**config.mk**
```make
export PLATFORM = sky130hd
export DESIGN_NAME = uriscv_ahb_arb
export DESIGN_NICKNAME = d
export VERILOG_FILES = /design/src/rtl/uriscv_ahb_pkg.sv /design/src/rtl/uriscv_rr_arb2.sv /design/src/rtl/uriscv_ahb_arb.sv
export SDC_FILE = /design/constraint.sdc
export NUM_CORES = 1
export LEC_CHECK = 0
export BUFFER_PORTS_ARGS = -buffer_cell sky130_fd_sc_hd__buf_2
export CAP_MARGIN = 10
export CORE_ASPECT_RATIO = 0.8
export CORE_MARGIN = 5
export CORE_UTILIZATION = 30
export CTS_CLUSTER_DIAMETER = 150
export DETAILED_ROUTE_END_ITERATION = 6
export HOLD_SLACK_MARGIN = 0.1
export SLEW_MARGIN = 20
export SYNTH_ARGS = -nofsm -noshare
export SYNTH_HDL_FRONTEND = slang
export SYNTH_SLANG_ARGS = --single-unit
```
**constraint.sdc**
```tcl
create_clock -name hclk -period 1.9 [get_ports hclk]
set_input_delay 0.285 -clock hclk [delete_from_list [all_inputs] [get_ports hclk]]
set_output_delay 0.285 -clock hclk [all_outputs]
set_load 0.02 [all_outputs]
```
**src/rtl/uriscv_ahb_pkg.sv**
```systemverilog
// Shared AHB-Lite constants, master FSM state type and strobe decode for the
// uriscv two-requester AHB arbiter.
package uriscv_ahb_pkg;

  localparam logic [1:0] HTRANS_IDLE   = 2'd0;
  localparam logic [1:0] HTRANS_NONSEQ = 2'd2;

  localparam logic [2:0] HSIZE_BYTE    = 3'd0;
  localparam logic [2:0] HSIZE_HALF    = 3'd1;
  localparam logic [2:0] HSIZE_WORD    = 3'd2;

  localparam logic [2:0] HBURST_SINGLE = 3'd0;

  typedef enum logic [1:0] {
    ST_IDLE = 2'd0,
    ST_ADDR = 2'd1,
    ST_DATA = 2'd2
  } ahb_state_e;

  // Reads present an all-zero strobe and fall through to a word access.
  function automatic logic [2:0] strb_to_hsize(input logic [3:0] strb);
    case (strb)
      4'b0001, 4'b0010, 4'b0100, 4'b1000: strb_to_hsize = HSIZE_BYTE;
      4'b0011, 4'b1100:                   strb_to_hsize = HSIZE_HALF;
      default:                            strb_to_hsize = HSIZE_WORD;
    endcase
  endfunction

endpackage

```
**src/rtl/uriscv_rr_arb2.sv**
```systemverilog
// Two-way grant: round-robin on the last winner, or fixed priority to
// requester 0 when RR_EN is clear.
module uriscv_rr_arb2 #(
  parameter bit RR_EN = 1'b1
) (
  input  logic       clk_i,
  input  logic       rst_i,
  input  logic [1:0] req_i,
  input  logic       update_i,
  output logic [1:0] gnt_o
);

  // last_q = 1 means requester 1 won most recently, so requester 0 wins first.
  logic last_q;

  always_comb begin
    gnt_o = req_i;
    if (&req_i) begin
      gnt_o = (RR_EN && !last_q) ? 2'b10 : 2'b01;
    end
  end

  always_ff @(posedge clk_i) begin
    if (rst_i) begin
      last_q <= 1'b1;
    end else if (update_i && |gnt_o) begin
      last_q <= gnt_o[1];
    end
  end

endmodule

```
**src/rtl/uriscv_ahb_arb.sv**
```systemverilog
// Two-requester AHB-Lite master: arbitrates, then runs one SINGLE transfer at
// a time through IDLE -> ADDR -> DATA.
module uriscv_ahb_arb
  import uriscv_ahb_pkg::*;
#(
  parameter int unsigned RR_EN   = 1,
  parameter int unsigned ERR_ACK = 1
) (
  input  logic        hclk,
  input  logic        hreset,
  input  logic        m0_rd_i,
  input  logic [3:0]  m0_wr_i,
  input  logic [31:0] m0_addr_i,
  input  logic [31:0] m0_wdata_i,
  output logic        m0_accept_o,
  output logic        m0_ack_o,
  output logic        m0_err_o,
  output logic [31:0] m0_rdata_o,
  input  logic        m1_rd_i,
  input  logic [3:0]  m1_wr_i,
  input  logic [31:0] m1_addr_i,
  input  logic [31:0] m1_wdata_i,
  output logic        m1_accept_o,
  output logic        m1_ack_o,
  output logic        m1_err_o,
  output logic [31:0] m1_rdata_o,
  output logic [1:0]  htrans,
  output logic [2:0]  hsize,
  output logic [2:0]  hburst,
  output logic        hwrite,
  output logic [31:0] haddr,
  output logic [31:0] hwdata,
  input  logic [31:0] hrdata,
  input  logic        hready_in,
  input  logic        hresp
);

  ahb_state_e  state_q, state_d;
  logic [1:0]  req_vld, gnt;
  logic        start, done, ack_vld, err_flag, rdata_cap;
  logic        own_q, wr_q;
  logic [2:0]  size_q;
  logic [31:0] addr_q, wdata_q, rdata0_q, rdata1_q, rd_now;
  logic [3:0]  sel_wr;
  logic [31:0] sel_addr, sel_addr_al, sel_wdata;
  logic [2:0]  sel_size;

  assign req_vld = {m1_rd_i | (|m1_wr_i), m0_rd_i | (|m0_wr_i)};
  assign start   = (state_q == ST_IDLE) && (|req_vld) && !hreset;

  uriscv_rr_arb2 #(.RR_EN(RR_EN != 0)) u_arb (
    .clk_i    (hclk),
    .rst_i    (hreset),
    .req_i    (req_vld),
    .update_i (start),
    .gnt_o    (gnt)
  );

  assign sel_wr    = gnt[1] ? m1_wr_i    : m0_wr_i;
  assign sel_addr  = gnt[1] ? m1_addr_i  : m0_addr_i;
  assign sel_wdata = gnt[1] ? m1_wdata_i : m0_wdata_i;
  assign sel_size  = strb_to_hsize(sel_wr);

  always_comb begin
    sel_addr_al = sel_addr;
    case (sel_size)
      HSIZE_HALF: sel_addr_al[0]   = 1'b0;
      HSIZE_WORD: sel_addr_al[1:0] = 2'b00;
      default:    ;
    endcase
  end

  always_comb begin
    state_d = state_q;
    done    = 1'b0;
    case (state_q)
      ST_IDLE: if (|req_vld) state_d = ST_ADDR;
      ST_ADDR: if (hready_in) state_d = ST_DATA;
      ST_DATA: begin
        if (hready_in) begin
          state_d = ST_IDLE;
          done    = 1'b1;
        end
      end
      default: state_d = ST_IDLE;
    endcase
  end

  // Completion outputs are gated by reset so an in-flight transfer never acks.
  assign ack_vld   = done && !hreset;
  assign err_flag  = (ERR_ACK != 0) && hresp;
  assign rd_now    = (hresp && ERR_ACK == 0) ? '0 : hrdata;
  assign rdata_cap = ack_vld && !wr_q;

  always_ff @(posedge hclk) begin
    if (hreset) begin
      state_q  <= ST_IDLE;
      own_q    <= 1'b0;
      wr_q     <= 1'b0;
      size_q   <= HSIZE_WORD;
      addr_q   <= '0;
      wdata_q  <= '0;
      rdata0_q <= '0;
      rdata1_q <= '0;
    end else begin
      state_q <= state_d;
      if (start) begin
        own_q   <= gnt[1];
        wr_q    <= |sel_wr;
        size_q  <= sel_size;
        addr_q  <= sel_addr_al;
        wdata_q <= sel_wdata;
      end
      if (rdata_cap && !own_q) rdata0_q <= rd_now;
      if (rdata_cap &&  own_q) rdata1_q <= rd_now;
    end
  end

  assign m0_accept_o = start && gnt[0];
  assign m1_accept_o = start && gnt[1];
  assign m0_ack_o    = ack_vld && !own_q;
  assign m1_ack_o    = ack_vld &&  own_q;
  assign m0_err_o    = m0_ack_o && err_flag;
  assign m1_err_o    = m1_ack_o && err_flag;
  assign m0_rdata_o  = (rdata_cap && !own_q) ? rd_now : rdata0_q;
  assign m1_rdata_o  = (rdata_cap &&  own_q) ? rd_now : rdata1_q;

  assign htrans = (state_q == ST_ADDR && !hreset) ? HTRANS_NONSEQ : HTRANS_IDLE;
  assign hsize  = size_q;
  assign hburst = HBURST_SINGLE;
  assign hwrite = wr_q;
  assign haddr  = addr_q;
  assign hwdata = wdata_q;

endmodule

```
==> impl_metrics.json <==
{
  "postLayoutCoreUtil": 0.4749,
  "drt_iter0_drc": 342,
  "antenna_found_initial": 2,
  "avgSynthCellArea_um2": 10.05,
  "power.total_w": 0.007572,
  "core_mm2": 0.01881,
  "cp_cell_sequence": "nor2_2, nand3_1, nor3_4, buf_12, mux2_2, buf_2",
  "worst-slew-pin-transition_ns": 0.7518,
  "ys_async_sr_fraction": 0,
  "clkTransAtPathRegs_ns": 0.06,
  "synth_top_flop_cell": "dfxtp_1",
  "hp-class": "in2reg",
  "drt_wl_total_um": 19460,
  "die_h_um": 133.1,
  "numClockSinks": 135,
  "dpl_worst_slack_ns": -0.01378,
  "fin_ws_ns": -0.3554,
  "vias": 5451,
  "start_kind": "flop",
  "place_hpwl_um": 13410,
  "ys_ff_latch": 135,
  "clockRootBuffer": "clkbuf_16",
  "start_util": 0.3019,
  "hold_viol": 0,
  "max_freq_mhz": 443.4,
  "drtPass1Iterations": 5,
  "cts_tree": "yes",
  "ir_drop_uv": 449.7,
  "critPathKind": "reg2out",
  "die_w_um": 163.8,
  "status": "finished, violations left",
  "finalSetupTns_ns": -20.65,
  "fin_cells": 1203,
  "critPathMaxFanout": 32,
  "power_density_mw_per_mm2": 847.9,
  "grt_use_total": 0.1680,
  "grt_pass1_wl_um": 29290,
  "cap_violations": 0,
  "fin_skew_ns": 0.008211,
  "leakage_nw": 4.235,
  "dp.cells": 1113,
  "path_buf_inv": 2,
  "wl_per_cell_um": 16.18,
  "rows": 45,
  "cts_buffers": 17,
  "drc": 0,
  "required_ns": 1.62,
  "rsz0062_at_grt": "true",
  "r2r_slack_ns": 0.11,
  "boundaryPins": 317,
  "endpoint_kind": "output pin",
  "drtAntennaViolNets": 0,
  "nets": 1106,
  "synth_area_mm2": 0.005678,
  "synthToLayoutAreaGrowth_pct": 57.29,
  "fin_crit_ns": 2.255,
  "max_stage_delay_ns": 0.38,
  "gp_congestion": 0.7708,
  "yosysUniqueCellTypes": 39,
  "synthCells": 565,
  "setup_viol_count_final": 64,
  "io_buffers": 311,
  "viasPerCell": 4.531,
  "clockBufferDepth": 2,
  "clk-insertion-delay-late_ns": 0.41,
  "gr-total-overflow": 0,
  "first_global_vias": 5509,
  "slew_headroom": 0.4988,
  "yosys_warnings": 0,
  "arrival_ns": 1.97,
  "synth-edff-count": 0,
  "die-area_mm2": 0.02179,
  "violations": "negative setup slack",
  "period_share": 1.187,
  "cp_slowest_cell": "mux2_2",
  "htreeDepth": 4,
  "layout_commonest_cell": "buf_2",
  "final_cell_mix": "buf_2, dfxtp_1, a21oi_1",
  "slew_viol_final": 0,
  "grt_max_degree": 67,
  "path_delay_family": "simple AND/OR/NAND/NOR gates",
  "layout-drive-gt1-share": 0.4767,
  "yosysSeqAreaShare": 0.4760
}
[cells in the mapped netlist (2+ instances only)]
cell	count	area share
o21ai_1	3	0.0026
nor2_2	2	0.0022
dfxtp_1	135	0.48
mux2_1	5	0.0099
nor2_1	9	0.0059
and3_1	2	0.0022
nand3_1	2	0.0018
mux2_2	33	0.065
buf_4	10	0.013
buf_2	11	0.0097
inv_1	3	0.0020
nand2_1	68	0.045
mux2_4	26	0.069
o21ai_0	4	0.0035
nor2b_1	62	0.068
clkbuf_1	16	0.011
and2_1	3	0.0033
buf_6	10	0.020
a22oi_1	64	0.085
nor2b_4	4	0.0097
a32o_1	3	0.0053
a21oi_1	69	0.061
nor3_1	5	0.0044
[routing by layer]
metal,track usage,up-vias,part of all wire
li1,-,2703,-
met5,0,-,0.00036
met3,0.06447,34,0.090
met2,0.2751,232,0.47
met4,0.06008,2,0.023
met1,0.2008,2480,0.41
[final cells by class]
class                   count  area [µm²]
diodes                      1       2.502
clock buffers              19       442.9
clock inverters            12       105.1
fillers                  1799        9874
inverters                   3       11.26
multi-input cells         384        2725
flip-flops and latches    135        2704
well taps                 258       322.8
repair buffers            391        2618
[flip-flops by register name, indices dropped and copies added, names as in the netlist]
name	count
haddr	32
hsize	2
hwdata	32
hwrite	1
own_q	1
rdata0_q	32
rdata1_q	32
state_q	2
u_arb.last_q	1
[what timing repair did]
action	4_1_cts	5_1_grt
endpoints found under the hold margin	49	0
buffers inserted	2	5
pin swaps	3	2
cloned	2	1
hold buffers	49	0
resized for setup	45	30
setup endpoints to repair	66	66
[power by group]
group          leakage [nW]  internal (W)  total, W  switching (W)
registers              1.10       0.00300   0.00308      0.0000889
clock network         0.269       0.00182   0.00306        0.00124
logic                  2.87      0.000612   0.00143       0.000818
[final timing paths]
check        depth (start not counted)     startpoint             to
min reg2reg                          1       hsize[0]       hsize[0]
max reg2reg                          7     state_q[0]   rdata1_q[21]
max                                  6     state_q[0]  m0_rdata_o[0]
min                                  3  m0_addr_i[19]      haddr[19]
[stage by stage]
step / hold slack [ns] / cell area [µm²]
6_report: 0.1195 / 8931
5_1_grt: 0.1081 / 8931
4_1_cts: 0.1002 / 8780
3_5_place_dp: 0.4620 / 7540
3_3_place_gp: 0.4519 / 7540
2_1_floorplan: 0.3873 / 5693
[cells by family (layout without fill, tap and decap cells)]
group	count (synthesis)	in the layout	share of synthesized area
AND/OR/NAND/NOR	165	165	0.1551
other	1	6	0.0006605
buffers and inverters	50	425	0.05531
AO/OA/AOI/OAI	149	149	0.1673
multiplexers	64	64	0.1441
XOR/XNOR	1	1	0.001543
flip-flops	135	135	0.4760
[worst min-delay path, stage by stage]
cell     delay, ns
buf_2         0.10
nand2_1       0.05
a21oi_1       0.05
Note: power is estimated with default switching activity, not from simulation.
